--- src/rtl/fifo_pkg.sv ---
// fifo_pkg: shared state encodings and size defaults for the FIFO bank referees
package fifo_pkg;
  localparam int DEF_LINE_SIZE = 12;
  localparam int DEF_NUM_FIFOS = 4;
  typedef enum logic [1:0] {ST_IDLE = 2'd0, ST_ACTIVE = 2'd1, ST_STALL = 2'd2} state_t;
endpackage

--- src/rtl/rr_arbiter.sv ---
// rr_arbiter: combinational round-robin pick of the first requester at or after rr_ptr
module rr_arbiter #(
  parameter int N  = 4,
  parameter int SW = 2
) (
  input  logic [N-1:0]  req,
  input  logic [SW-1:0] rr_ptr,
  output logic          grant_valid,
  output logic [SW-1:0] g
);
  logic [SW-1:0] w_idx;
  // Scan from the far end back toward rr_ptr so the closest requester wins last
  always_comb begin
    grant_valid = |req;
    g = '0;
    w_idx = '0;
    for (int i = N - 1; i >= 0; i--) begin
      w_idx = SW'((int'(rr_ptr) + i) % N);
      if (req[w_idx]) g = w_idx;
    end
  end
endmodule

--- src/rtl/pop_referee.sv ---
// pop_referee: round-robin drain of NUM_FIFOS upstream FIFOs into one downstream FIFO
module pop_referee import fifo_pkg::*; #(
  parameter int LINE_SIZE = DEF_LINE_SIZE,
  parameter int NUM_FIFOS = DEF_NUM_FIFOS,
  parameter int SEL_SIZE  = $clog2(NUM_FIFOS)
) (
  input  logic                           clk,
  input  logic                           reset,
  input  logic [NUM_FIFOS-1:0]           fifo_empty,
  input  logic [NUM_FIFOS*LINE_SIZE-1:0] fifo_data,
  output logic [NUM_FIFOS-1:0]           pop,
  input  logic                           dst_almost_full,
  output logic                           push,
  output logic [LINE_SIZE-1:0]           data_out,
  output logic [SEL_SIZE-1:0]            src_sel,
  output state_t                         state
);
  logic [NUM_FIFOS-1:0] w_req;
  logic                 w_any, w_gnt, r_v1;
  logic [SEL_SIZE-1:0]  w_g, r_ptr, r_s1;
  state_t               w_nxt;
  assign w_req = ~fifo_empty;
  assign w_gnt = reset && !dst_almost_full && w_any;
  assign pop   = w_gnt ? {{(NUM_FIFOS-1){1'b0}}, 1'b1} << w_g : '0;
  rr_arbiter #(.N(NUM_FIFOS), .SW(SEL_SIZE)) u_arb (
    .req(w_req), .rr_ptr(r_ptr), .grant_valid(w_any), .g(w_g)
  );
  always_comb begin
    w_nxt = dst_almost_full ? ((state == ST_IDLE && !w_any) ? ST_IDLE : ST_STALL)
                            : (w_any ? ST_ACTIVE : ST_IDLE);
  end
  // Upstream data_out is registered, so the popped word is captured one cycle after the pop
  always_ff @(posedge clk or negedge reset) begin
    if (!reset) begin
      r_ptr    <= '0;
      r_v1     <= 1'b0;
      r_s1     <= '0;
      push     <= 1'b0;
      data_out <= '0;
      src_sel  <= '0;
      state    <= ST_IDLE;
    end else begin
      if (w_gnt) r_ptr <= (w_g == SEL_SIZE'(NUM_FIFOS - 1)) ? '0 : w_g + 1'b1;
      r_v1  <= w_gnt;
      r_s1  <= w_g;
      push  <= r_v1;
      state <= w_nxt;
      if (r_v1) begin
        data_out <= fifo_data[r_s1*LINE_SIZE +: LINE_SIZE];
        src_sel  <= r_s1;
      end
    end
  end
endmodule

--- config.mk ---
export PLATFORM = sky130hd
export DESIGN_NAME = pop_referee
export DESIGN_NICKNAME = d
export VERILOG_FILES = /design/src/rtl/fifo_pkg.sv /design/src/rtl/rr_arbiter.sv /design/src/rtl/pop_referee.sv
export SDC_FILE = /design/constraint.sdc
export NUM_CORES = 1
export LEC_CHECK = 0
export ABC_AREA = 1
export BUFFER_PORTS_ARGS = -buffer_cell sky130_fd_sc_hd__buf_2
export CAP_MARGIN = 20
export CORE_UTILIZATION = 46
export CTS_BUF_LIST = sky130_fd_sc_hd__clkbuf_4 sky130_fd_sc_hd__clkbuf_8 sky130_fd_sc_hd__clkbuf_16
export DETAILED_ROUTE_END_ITERATION = 16
export HOLD_SLACK_MARGIN = 0.15
export PLACE_DENSITY_LB_ADDON = 0.1
export SYNTH_ARGS = -nofsm -noshare
export SYNTH_HDL_FRONTEND = slang
export SYNTH_HIERARCHICAL = 1
export SYNTH_SLANG_ARGS = --single-unit
export TNS_END_PERCENT = 20
--- constraint.sdc ---
create_clock -name clk -period 2 [get_ports clk]
set_clock_uncertainty 0.05 [all_clocks]
set_input_delay 0.3 -clock clk [delete_from_list [all_inputs] [get_ports clk]]
set_output_delay 0.3 -clock clk [all_outputs]
set_load 0.03 [all_outputs]
======== After elaboration in Yosys (flattened, before gate mapping) ========
Cells that the tools add are included.
cells by class
  add/sub/neg operators ................... 4
  $mul .................................... 1
  magnitude comparators ................... 4
  eq/ne operators ......................... 1
  shift operators ......................... 2
  mux-type cells .......................... 17
  bitwise logic cells ..................... 1
  reduce and logical (&&, ||, !) cells .... 7
operator list
  kind                   number
  $shiftx A48 B7 Y12     1
  $mux W2                7
  $lt A2 B3 Y1 const B   4
  $bmux W1 S2            4
  $mux W1                5
  $add A2 B1 Y2 const B  2
  $add A2 B2 Y2 const B  2
  $mul A2 B2 Y4 const B  1
  $mux W4                1
  $not A4 Y4             1
  $reduce_or A4 Y1       1
  $shl A1 B2 Y4 const A  1
  $logic_and A1 B1 Y1    3
  $eq A2 B2 Y1 const B   1
  $logic_not A1 Y1       2
  $logic_not A2 Y1       1
word-level totals
  bits in registers ....................... 22
  bits of input ports ..................... 55
  output and inout bits ................... 21
  logic and storage cells ................. 44

======== Longest topological paths before layout ========
  depth after elaboration ................. 9
  gate-level depth with buffers ........... 15
  gate-level depth less buffers ........... 15

======== Modules after synthesis ========
The synthesis kept the hierarchy.
by module, submodules not included
  module       times used  cells each  area an instance (um^2)
  pop_referee  1           203         1,386.3
  rr_arbiter   1           46          188.9

======== Least setup slack after synthesis ========
OpenSTA, ideal clock, no wires.
  kind .................................... flip-flop to output port
  start point ............................. register r_ptr[0]
  end point ............................... output port pop[2]
  data arrival time ....................... 1.709 ns
  setup slack ............................. -0.059 ns
  stages on the path, launching flop included .. 15
  cells stage by stage .................... dfrtp_1 > inv_2 > nand2_1 > nand2_1 > nand2_2 > nand2_1 > nand2_1 > nand2_1 > nand2_1 > nand2_1 > inv_1 > inv_1 > ha_1 > inv_1 > nor2_1
between the ends
  word-level cells in the longest chain between the ends .. 9
  elaborated cells between the ends (all ways) .. 17
RTL lines
  item                           line               RTL
  from (decl)                    pop_referee.sv:20  logic [SEL_SIZE-1:0] w_g, r_ptr, r_s1;
  from (signal assigned)         pop_referee.sv:43  if (w_gnt) r_ptr <= (w_g == SEL_SIZE'(NUM_FIFOS - 1)) ? '0 : w_g + 1'b1;
  $add A2 B2 Y2                  rr_arbiter.sv:18   w_idx = SW'((int'(rr_ptr) + i) % N);
  $bmux W1 S2                    rr_arbiter.sv:19   if (req[w_idx]) g = w_idx;
  $mux W1 (not written as such)  rr_arbiter.sv:19
  $mux W2 (3 in a row)           rr_arbiter.sv:19
  $mux W2 *                      rr_arbiter.sv:19
  named net w_g[0]               pop_referee.sv:20
  $shl A1 B2 Y4 *                pop_referee.sv:24  assign pop = w_gnt ? {{(NUM_FIFOS-1){1'b0}}, 1'b1} << w_g : '0;
  $mux W4 *                      pop_referee.sv:24
  to (decl)                      pop_referee.sv:11  output logic [NUM_FIFOS-1:0] pop,
Mark *: on every way through the listed nets, which the timed path passes. The rest lies on a longest branch. The select of a mux whose other input is x is not followed.

======== Worst setup path after layout ========
  start point ............................. register r_ptr[0]
  end point ............................... output port pop[0]
The elaborated chain is that of the path after synthesis.

==> impl_metrics.ini <==
[drt]
drt_iter0_drc = 63
vias = 1710
avgRoutedWirePerCell_um = 10.7
via_per_inst = 4.60
drc = 0
wirelength_mm = 3.96
dr.pass1.iters = 4
ant_nets = 0

[sta]
max_freq_ghz = 0.426
rsz0062_at_grt = yes
setup_viol = 4
relSlewSlack = 0.646
post-route-min-period_ps = 2350
hold_viol_final = 0
final.setup.worst_slack_ps = -346
drv_slew = 0
tightest_slew_ps = 531
fin_crit_sh = 1.17

[global_route]
grt_use_total = 0.228
use_met2 = 0.402
grt_pass1_wl_mm = 6.22
use_met1 = 0.280
overflow = 0
gr-usage-met3 = 0.0512
grt_max_degree = 25
busiest_layer = met2
antenna_found_initial = 0
grt_pass1_vias = 1444

[place]
port-buffer-count = 75
gp_congestion = 0.789
dpl.hpwl_mm = 2.81
pre_cts_ws_ps = -67.7
placed_area_um2 = 1960

[yosys]
synth-simple-area-share = 0.375
synth_compound_area_frac = 0.0532
avgSynthCellArea_um2 = 6.33
synth_nets = 308
synth.cell_area_um2 = 1580
synth_cells = 249
synth_xor_area_frac = 0
ys_ff_latch = 22
synthMuxAreaShare = 0
synth_cell_types = 18
synth_top_family_by_area = simple AND/OR/NAND/NOR gates
synthAdderAreaFrac = 0.0318
seq_area_frac_synth = 0.349
ys_warn_count = 6

[cells_and_area]
layout-drive-gt1-share = 0.351
fin_nets = 388
fillCellCount = 290
synthToLayoutAreaGrowth_pct = 35.7
n_antenna_cell = 0
stdcell_area_um2 = 2140

[power]
powerDensity_nw_per_um2 = 1360
leakage_nw = 1.35
ir_drop_uv = 988

[setup_path]
r2r-end = r_ptr[0]
r2r_cells = 13
ff2ff_setup_slack_ps = 220
path_class = flip-flop to output port
end_kind = output port
critPathLaunchType = flip-flop
required_ps = 1650
r2r-start = r_ptr[0]
worstPathArrival_ps = 2000
crit_fanout = 8

[outcome]
violations = negative setup slack
outcome = complete, but fails checks

[min_path]
hold_start = fifo_data[5]
hold_path_depth = 3
hold_path_class = input port to flip-flop
whs_endpoint = data_out[5]

[floorplan]
rows = 20
die-area_um2 = 3660
core_um2 = 3150
die_h_um = 60.5
top_level_ports = 76
start_util = 0.500
die_w_um = 60.5

[clock_tree]
clk_latency_ps = 320
cts_tree = yes
cts_buffers = 3
cts_sinks = 22
clock_path_buffers = 2
cts-root-buf = clkbuf_4
clk_pin_slew_ps = 140
htree_levels = 1

[flow_run]
drv_cap = 0
through the flow:
stage                     std cells  hold WS (ps)  TNS, ps  power, mW  utilization
after floorplan                 249         -45.6    -62.5       2.02            -
after global placement          362           307    -42.0       2.34        0.622
after detailed placement        362           306     -150       2.36        0.622
after CTS                       369           179    -1140       2.80        0.660
after global routing            372           189    -1920       3.19        0.678
final                           372           182    -1300       2.91        0.678
layout by cell type (no fill, tap or decap), types with 3 or more instances in the layout:
| cell | count |
|---|---|
| nand2_1 | 84 |
| buf_2 | 71 |
| inv_1 | 55 |
| nand3_1 | 21 |
| dfrtp_1 | 20 |
| nand2_2 | 13 |
| nand4_1 | 9 |
| buf_4 | 9 |
| o211ai_1 | 8 |
| nor2_1 | 7 |
| inv_2 | 6 |
| ha_1 | 3 |
| clkbuf_4 | 3 |
| nand3_2 | 3 |
report_power, final:
| group | internal [mW] | switching, mW | total [mW] |
|---|---|---|---|
| logic | 0.617 | 1.12 | 1.74 |
| clock network | 0.203 | 0.146 | 0.349 |
| registers | 0.625 | 0.197 | 0.822 |
| total | 1.44 | 1.47 | 2.91 |
critical path, stage by stage (launching register included):
cell	delay, ps
dfrtp_2	490
clkinv_4	130
nand2_2	90
nand2_1	50
nand2_1	80
nand2_2	60
nand2_2	60
nand3_1	60
nand2_1	90
inv_2	60
inv_2	70
ha_2	150
inv_1	30
nor2_1	90
buf_4	170
how the worst max path moves through the flow:
| stage | startpoint | to | slack [ps] | depth (start not counted) |
|---|---|---|---|---|
| 2_1_floorplan | r_ptr[0] | pop[0] | -60 | 14 |
| 3_5_place_dp | r_ptr[0] | pop[2] | -70 | 15 |
| 6_report | r_ptr[0] | pop[0] | -350 | 14 |
| 5_1_grt | r_ptr[0] | pop[3] | -480 | 12 |
| 3_3_place_gp | r_ptr[0] | pop[2] | -20 | 15 |
| 4_1_cts | r_ptr[0] | pop[0] | -300 | 15 |
cell type report:
type / instances / area, um2 / area share
Tap cell: 44 / 55.1 / 0.0257
Multi-Input combinational cell: 156 / 779 / 0.365
Clock inverter: 1 / 30.0 / 0.0140
Timing Repair Buffer: 83 / 454 / 0.212
Sequential cell: 22 / 553 / 0.259
Clock buffer: 3 / 22.5 / 0.0105
Inverter: 63 / 244 / 0.114
Yosys cell counts:
library cell,number,area (um2)
inv_1,59,221
nand2_2,2,12.5
nand3_1,24,120
buf_4,1,7.51
ha_1,4,50.1
inv_2,3,11.3
nand4_1,9,56.3
nor2_4,1,11.3
buf_2,4,20.0
buf_6,3,33.8
inv_4,1,6.26
o211ai_1,8,60.1
nor2_1,8,30.0
nand2_1,96,360
o21ai_1,1,5.00
o31a_1,1,8.76
dfrtp_1,22,551
o21ai_0,2,10.0
registers in the layout, indices dropped and copies added (netlist names):
name / flops
r_s1: 2
push: 1
data_out: 12
r_ptr: 2
src_sel: 2
state: 2
r_v1: 1
timing repair:
item / 4_1_cts / 5_1_grt
gates resized for setup: 17 / 13
buffers inserted: 1 / 3
hold buffers: 2 / 0
setup endpoints to repair: 4 / 4
hold endpoints to repair: 24 / 0
pin swaps: 0 / 5
routing by layer:
layer	up-vias	routed length (um)	part of all wire
met5	-	0	0
met4	0	75	0.019
met3	6	299	0.075
met2	60	1910	0.48
met1	740	1680	0.42
li1	904	-	-
cell families after synthesis:
kind of cell,count (synthesis)
compound gates,12
buf+inv,71
fa+ha+maj,4
flops,22
simple gates,140
No activity file was read; power rests on OpenSTA's default activity.
